==> src/rtl/opll_phase_gen_if.sv <==
// OPLL phase generator slot bus.
// Per-slot operands in, 10-bit phase out.
interface opll_phase_gen_if;
  logic       i_phi1_NCEN_n;
  logic       i_CYCLE_00;
  logic [3:0] i_TEST;
  logic [2:0] i_PMVAL;
  logic [8:0] i_FNUM;
  logic [2:0] i_BLOCK;
  logic [3:0] i_MUL;
  logic       i_PM;
  logic       i_PG_RST;
  logic [9:0] o_PHASE;

  modport master (
    output i_phi1_NCEN_n, i_CYCLE_00, i_TEST,
    output i_PMVAL, i_FNUM, i_BLOCK, i_MUL,
    output i_PM, i_PG_RST,
    input  o_PHASE
  );

  modport slave (
    input  i_phi1_NCEN_n, i_CYCLE_00, i_TEST,
    input  i_PMVAL, i_FNUM, i_BLOCK, i_MUL,
    input  i_PM, i_PG_RST,
    output o_PHASE
  );
endinterface

==> src/rtl/opll_phase_gen.sv <==
// OPLL phase generator: vibrato, block/multiplier
// scaling and 18 rotating phase accumulators.
module opll_phase_gen #(
  parameter int SLOTS = 18,
  parameter int ACC_W = 19,
  parameter int OUT_W = 10
) (
  input  logic             i_EMUCLK,
  input  logic             i_RST,
  opll_phase_gen_if.slave  bus
);

  logic [2:0]       r_pmval;
  logic [ACC_W-1:0] r_acc [SLOTS];
  logic [OUT_W-1:0] r_phase;

  logic [2:0]       w_pmval;
  logic [2:0]       w_step;
  logic [2:0]       w_half;
  logic [2:0]       w_mag;
  logic             w_neg;
  logic [10:0]      w_f11;
  logic [17:0]      w_base;
  logic [4:0]       w_mult2;
  logic [22:0]      w_prod;
  logic [ACC_W-1:0] w_inc;
  logic [ACC_W-1:0] w_new;
  logic             w_unused;

  // slot 0 sees the fresh LFO value, the rest the latched one
  assign w_pmval = bus.i_CYCLE_00 ? bus.i_PMVAL : r_pmval;
  assign w_step  = bus.i_FNUM[8:6];
  assign w_half  = {1'b0, w_step[2:1]};

  // vibrato offset as magnitude plus sign
  always_comb begin
    w_mag = 3'd0;
    w_neg = 1'b0;
    unique case (w_pmval)
      3'd1, 3'd3: w_mag = w_half;
      3'd2:       w_mag = w_step;
      3'd5, 3'd7: begin
        w_mag = w_half;
        w_neg = 1'b1;
      end
      3'd6: begin
        w_mag = w_step;
        w_neg = 1'b1;
      end
      default: w_mag = 3'd0;
    endcase
    if (!bus.i_PM) begin
      w_mag = 3'd0;
      w_neg = 1'b0;
    end
  end

  assign w_f11 = w_neg
    ? ({1'b0, bus.i_FNUM, 1'b0} - {8'd0, w_mag})
    : ({1'b0, bus.i_FNUM, 1'b0} + {8'd0, w_mag});

  assign w_base = {7'd0, w_f11} << bus.i_BLOCK;

  // multiplier code to twice the frequency ratio
  always_comb begin
    w_mult2 = 5'd1;
    unique case (bus.i_MUL)
      4'd0:  w_mult2 = 5'd1;
      4'd1:  w_mult2 = 5'd2;
      4'd2:  w_mult2 = 5'd4;
      4'd3:  w_mult2 = 5'd6;
      4'd4:  w_mult2 = 5'd8;
      4'd5:  w_mult2 = 5'd10;
      4'd6:  w_mult2 = 5'd12;
      4'd7:  w_mult2 = 5'd14;
      4'd8:  w_mult2 = 5'd16;
      4'd9:  w_mult2 = 5'd18;
      4'd10: w_mult2 = 5'd20;
      4'd11: w_mult2 = 5'd20;
      4'd12: w_mult2 = 5'd24;
      4'd13: w_mult2 = 5'd24;
      4'd14: w_mult2 = 5'd30;
      default: w_mult2 = 5'd30;
    endcase
  end

  assign w_prod = {5'd0, w_base} * {18'd0, w_mult2};
  assign w_inc  = w_prod[ACC_W+1:2];

  assign w_new = (bus.i_PG_RST | bus.i_TEST[1])
    ? '0 : r_acc[0] + w_inc;

  assign w_unused = ^{bus.i_TEST[3:2], bus.i_TEST[0],
                      w_prod[22:21], w_prod[1:0]};

  // PMVAL latch, loaded at the start of each frame
  always_ff @(posedge i_EMUCLK) begin
    if (i_RST)
      r_pmval <= 3'd0;
    else if (!bus.i_phi1_NCEN_n && bus.i_CYCLE_00)
      r_pmval <= bus.i_PMVAL;
  end

  // accumulator ring: head is the current slot, new goes to tail
  always_ff @(posedge i_EMUCLK) begin
    if (i_RST) begin
      for (int i = 0; i < SLOTS; i++)
        r_acc[i] <= '0;
    end else if (!bus.i_phi1_NCEN_n) begin
      for (int i = 0; i < SLOTS-1; i++)
        r_acc[i] <= r_acc[i+1];
      r_acc[SLOTS-1] <= w_new;
    end
  end

  // output register, one enable behind the slot
  always_ff @(posedge i_EMUCLK) begin
    if (i_RST)
      r_phase <= '0;
    else if (!bus.i_phi1_NCEN_n)
      r_phase <= w_new[ACC_W-1:ACC_W-OUT_W];
  end

  assign bus.o_PHASE = r_phase;

endmodule

==> src/flat_wrapper.sv <==
// flat-port wrapper written by rule: the top's interface ports become plain ports
module opll_phase_gen_flat 
#(
  parameter int SLOTS = 18,
  parameter int ACC_W = 19,
  parameter int OUT_W = 10
)
  (i_EMUCLK, i_RST, bus_i_phi1_NCEN_n, bus_i_CYCLE_00, bus_i_TEST, bus_i_PMVAL, bus_i_FNUM, bus_i_BLOCK, bus_i_MUL, bus_i_PM, bus_i_PG_RST, bus_o_PHASE);
  opll_phase_gen_if bus_i ();
  input  logic i_EMUCLK;
  input  logic i_RST;
  input wire logic [$bits(bus_i.i_phi1_NCEN_n)-1:0] bus_i_phi1_NCEN_n;
  input wire logic [$bits(bus_i.i_CYCLE_00)-1:0] bus_i_CYCLE_00;
  input wire logic [$bits(bus_i.i_TEST)-1:0] bus_i_TEST;
  input wire logic [$bits(bus_i.i_PMVAL)-1:0] bus_i_PMVAL;
  input wire logic [$bits(bus_i.i_FNUM)-1:0] bus_i_FNUM;
  input wire logic [$bits(bus_i.i_BLOCK)-1:0] bus_i_BLOCK;
  input wire logic [$bits(bus_i.i_MUL)-1:0] bus_i_MUL;
  input wire logic [$bits(bus_i.i_PM)-1:0] bus_i_PM;
  input wire logic [$bits(bus_i.i_PG_RST)-1:0] bus_i_PG_RST;
  output wire logic [$bits(bus_i.o_PHASE)-1:0] bus_o_PHASE;
  assign bus_i.i_phi1_NCEN_n = bus_i_phi1_NCEN_n;
  assign bus_i.i_CYCLE_00 = bus_i_CYCLE_00;
  assign bus_i.i_TEST = bus_i_TEST;
  assign bus_i.i_PMVAL = bus_i_PMVAL;
  assign bus_i.i_FNUM = bus_i_FNUM;
  assign bus_i.i_BLOCK = bus_i_BLOCK;
  assign bus_i.i_MUL = bus_i_MUL;
  assign bus_i.i_PM = bus_i_PM;
  assign bus_i.i_PG_RST = bus_i_PG_RST;
  assign bus_o_PHASE = bus_i.o_PHASE;
  opll_phase_gen #(.SLOTS(SLOTS), .ACC_W(ACC_W), .OUT_W(OUT_W)) u_core (.i_EMUCLK(i_EMUCLK), .i_RST(i_RST), .bus(bus_i));
endmodule
==> config.mk <==
export PLATFORM = sky130hd
export DESIGN_NAME = opll_phase_gen_flat
export DESIGN_NICKNAME = d
export VERILOG_FILES = /design/src/rtl/opll_phase_gen_if.sv /design/src/rtl/opll_phase_gen.sv /design/src/flat_wrapper.sv
export SDC_FILE = /design/constraint.sdc
export NUM_CORES = 1
export LEC_CHECK = 0
export CAP_MARGIN = 20
export CORE_ASPECT_RATIO = 1.25
export CORE_UTILIZATION = 50
export DETAILED_ROUTE_END_ITERATION = 12
export GPL_ROUTABILITY_DRIVEN = 0
export PLACE_DENSITY = 0.67
export SLEW_MARGIN = 10
export SYNTH_ARGS = -nofsm -noshare
export SYNTH_HDL_FRONTEND = slang
export SYNTH_SLANG_ARGS = --single-unit
==> constraint.sdc <==
create_clock -name i_EMUCLK -period 11.7 [get_ports i_EMUCLK]
set_clock_uncertainty 0.05 [all_clocks]
set_input_delay 2.34 -clock i_EMUCLK [delete_from_list [all_inputs] [get_ports i_EMUCLK]]
set_output_delay 2.34 -clock i_EMUCLK [all_outputs]
set_load 0.05 [all_outputs]
# Word level (Yosys, flattened, before mapping)
# Memories as Yosys holds them, arrays and structs flattened.
# Cells that the tools add are included.
# op_classes
muxes	30
n_reduce_logical	5
n_mul	1
shift	1
eq_ne	6
n_addsub	3
n_bitwise	19
# ops
cell	count
$mux W19	19
$mul A18 B5 Y21	1
$add A19 B19 Y19	1
$or A1 B1 Y1	19
$shl A11 B3 Y18	1
$add A10 B3 Y11	1
$mux W11	1
$sub A10 B3 Y11	1
$eq A3 B3 Y1 const B	3
$mux W1	7
$eq A3 B2 Y1 const B	2
$mux W3	2
$pmux W3 S2	1
$reduce_or A4 Y1	1
$eq A3 B1 Y1 const B	1
$reduce_or A3 Y1	1
$reduce_or A2 Y1	1
$logic_and A1 B1 Y1	1
$logic_not A1 Y1	1
# totals
n_memories	2
out_inout_bits	10
rom_bits	80
register_bits	13
ram_bits	342
# mem_list
memory	words	word_bits	read_ports	rd_ports_with_merged_regs	write_ports	line_no	source
u_core.r_acc	18	19	18	0	18	opll_phase_gen.sv:14	logic [ACC_W-1:0] r_acc [SLOTS];
(name not given)	16	5	1	0	0	opll_phase_gen.sv:67	unique case (bus.i_MUL)

# Depth between registers and ports, before layout
# depth
depth_word	12
depth_mapped	38
depth_no_buf	37

# Worst setup path before layout
# No wires, ideal clock.
# synth_timing
path_type	input -> register
startpoint	input port bus_i_phi1_NCEN_n
endpoint	memory u_core.r_acc[0][0], enable pin
cell_stages	3
path_slack_ps	1727
arrival_ps	9233
cell_sequence	nor2b_1 > clkbuf_1 > inv_1
# synth_lines
element	line_no	source
start, declared	flat_wrapper.sv:12	input wire logic [$bits(bus_i.i_phi1_NCEN_n)-1:0] bus_i_phi1_NCEN_n;
end, declared	opll_phase_gen.sv:14	

==> results.sh <==
export IMPL_num_antenna_cells=0
export IMPL_intPower_w=0.00241
export IMPL_drc=0
export IMPL_vias=9605
export IMPL_min_period_ps=11040
export IMPL_leakage_nw=7.99
export IMPL_hold_viol=0
export IMPL_cts_buffers=37
export IMPL_outcome="completed"
export IMPL_p_switching_w=0.000830
export IMPL_postSynthCellCount=1336
export IMPL_powerDensity_mw_per_mm2=166
export IMPL_synth_seq_cells=355
export IMPL_io_pins=39
export IMPL_die_area_mm2=0.0355
export IMPL_drt_initial_drc_count=801
export IMPL_grt_pass1_wl_mm=48.4
export IMPL_synth_top_area_cell="edfxtp_1"
export IMPL_core_mm2=0.0339
export IMPL_antenna_left=0
export IMPL_cts_max_level=2
export IMPL_min_delay_path_depth=1
export IMPL_power_frac_clock=0.364
export IMPL_grt_start_max_net_pins=212
export IMPL_synthArstFlopShare=0
export IMPL_hold_start="u_core.bus.o_PHASE[7]"
export IMPL_initial_core_util=0.512
export IMPL_drive_gt1_frac=0.0681
export IMPL_synth_area_per_cell_um2=13.0
export IMPL_cap_violations=0
export IMPL_hold_end="u_core.bus.o_PHASE[7]"
export IMPL_pwr_share_seq=0.462
export IMPL_nNetsFinal=1492
export IMPL_cp_slowest_cell="fa_1"
export IMPL_syn_area_mm2=0.0174
export IMPL_min_path_type="register to register"
export IMPL_synth_nets=1462
export IMPL_cp_start_kind="primary input"
export IMPL_worst_slew_pin_slew_ps=1120
export IMPL_ys_warnings_count=0
export IMPL_fill_cells=2758
export IMPL_cts_root_buf="clkbuf_16"
export IMPL_wl_per_cell_um=15.4
export IMPL_final_period_utilization=0.944
export IMPL_grt_ovfl_total=0
export IMPL_synth_area_leaders="edfxtp_1, and2_1, fa_1"
export IMPL_criticalPathCategory="primary input to register"
export IMPL_clk_latency_ps=530
export IMPL_portBuffers=35
export IMPL_grt_pass1_vias=9516
export IMPL_crit_path_max_incr_delay_ps=540
export IMPL_synth_top_area_frac=0.592
export IMPL_crit_required_ps=11900
export IMPL_final_setup_tns_ps=0
export IMPL_cts_resized=0
export IMPL_r2r_slack_ps=2700
export IMPL_cts_tree="done"
export IMPL_synth_top_cells_by_count="and2_1, edfxtp_1, inv_1"
export IMPL_die_x_um=169
export IMPL_post_place_ws_ps=246
export IMPL_crit_top_cell="a21oi_1"
export IMPL_fmax_ghz=0.0906
export IMPL_cts_hold_fix_buffers=0
export IMPL_crit_path_end_kind="register"
export IMPL_ys_types=63
export IMPL_totalWireLength_mm=28.6
export IMPL_rsz0062_at_grt="no"
export IMPL_critPathMaxFanout=7
export IMPL_setup_violations_final=0
export IMPL_slew_limit_headroom=0.253
export IMPL_yosysSeqAreaShare=0.607
export IMPL_setup_ws_ps=657
export IMPL_crit_arrival_ps=11240
export IMPL_cts_sinks=355
export IMPL_grt_usage=0.171
export IMPL_reg2reg_depth=38
export IMPL_syn_to_final_growth_pct=12.1
export IMPL_synth_most_common_cell="and2_1"
export IMPL_antenna_found_initial=0
export IMPL_timing_rr_start="u_core.r_pmval[0]"
export IMPL_ir_drop_mv=0.0934
export IMPL_clkTransAtPathRegs_ps=60
export IMPL_total_power_w=0.00324
export IMPL_fp_dieH_um=210
export IMPL_p_sw_frac=0.256
export IMPL_combPwrFrac=0.173
export IMPL_vias_per_cell=5.18
export IMPL_drv_slew=0
export IMPL_drtPass1Iterations=7
export IMPL_rr_endpoint="u_core.r_acc[17][18]"
export IMPL_num_rows=75
export IMPL_synth_enable_flop_cells=342
export IMPL_dp_final_hpwl_mm=17.5
export IMPL_ys_flop_type="edfxtp_1"
export IMPL_clockBufferDepth=3
cell families (layout without fill, tap and decap cells):
logic type               count (synthesis)  in the layout  share of synthesized area
AND/OR/NAND/NOR                        549            549                      0.183
flip-flops                             355            355                      0.607
buffers and inverters                  135            193                     0.0293
AO/OA/AOI/OAI                          133            133                     0.0515
adder cells (fa/ha/maj)                 97             97                     0.0916
XOR/XNOR                                46             46                     0.0232
multiplexers                            20             20                     0.0149
other                                    1              1                   0.000216
state kept, by name, summed over array words and instances, names as in the netlist:
name                cells
u_core.bus.o_PHASE     10
u_core.r_acc          342
u_core.r_pmval          3
worst max-delay path by stage:
stage | from | to | slack (ps) | cells after the start
after floorplan | bus_i_phi1_NCEN_n | u_core.r_acc[0][0] | 1730 | 3
after global placement | bus_i_CYCLE_00 | u_core.r_acc[17][18] | 370 | 35
after detailed placement | bus_i_CYCLE_00 | u_core.r_acc[17][18] | 250 | 39
after global routing | bus_i_CYCLE_00 | u_core.r_acc[17][18] | 30 | 34
final | bus_i_CYCLE_00 | u_core.r_acc[17][18] | 660 | 39
after CTS | bus_i_CYCLE_00 | u_core.r_acc[17][18] | 770 | 39
stage by stage:
step,hold slack [ps],std cells,util,instance area [um^2]
4_1_cts,411,1854,0.573,19400
2_1_floorplan,403,1336,-,17400
6_report,412,1856,0.574,19500
5_1_grt,434,1856,0.574,19500
3_3_place_gp,389,1787,0.537,18200
3_5_place_dp,397,1787,0.537,18200
area by class of cell:
type / count / area (um^2) / area share
repair buffers: 48 / 480 / 0.0247
multi-input cells: 846 / 6330 / 0.325
well taps: 462 / 578 / 0.0297
flip-flops and latches: 355 / 10500 / 0.541
clock buffers: 49 / 1050 / 0.0542
inverters: 78 / 300 / 0.0154
clock inverters: 18 / 179 / 0.00920
worst max-delay path, delay by kind of cell:
kind | cells | cell delay (ps)
AOI/OAI and AO/OA | 18 | 3240
xor gates and xnor gates | 4 | 1000
adders and majority gates | 6 | 2630
buffers and inverters | 5 | 940
muxes | 1 | 250
and+or+nand+nor | 5 | 880
placed cells by master (no fill, tap or decap), types with 5 or more instances in the layout:
cell type	n
and2_1	361
edfxtp_1	342
inv_1	75
nand2_1	59
fa_1	50
ha_1	47
nor2_1	42
clkbuf_16	39
a21oi_1	36
clkdlybuf4s50_1	35
xnor2_1	30
o21ai_0	25
a21o_1	21
nor2b_1	19
xor2_1	16
and3_1	14
nand3_1	13
dfxtp_1	13
nor3_1	12
mux2i_1	12
buf_4	11
nand2b_1	7
clkinv_2	7
clkbuf_1	6
o21a_1	5
a31oi_1	5
layer usage:
metal | vias up | global-route usage | part of all wire
met2 | 168 | 0.265 | 0.46
met5 | - | 0 | 0
li1 | 4668 | - | -
met4 | 0 | 0.0755 | 0.037
met3 | 54 | 0.0265 | 0.030
met1 | 4715 | 0.239 | 0.47
power groups by stage:
stage	Sequential, W	Combinational (W)	Clock (W)
after CTS	0.00150	0.000563	0.00122
after global routing	0.00151	0.000633	0.00126
after detailed placement	0.00152	0.000554	0
final	0.00150	0.000560	0.00118
after global placement	0.00152	0.000547	0
after floorplan	0.00154	0.000415	0
what timing repair did:
item / in CTS / in global routing
setup endpoints to repair: 0 / 1
endpoints found under the hold margin: 0 / 0
buffers inserted: 0 / 1
Power figures use the tool's default switching activity.
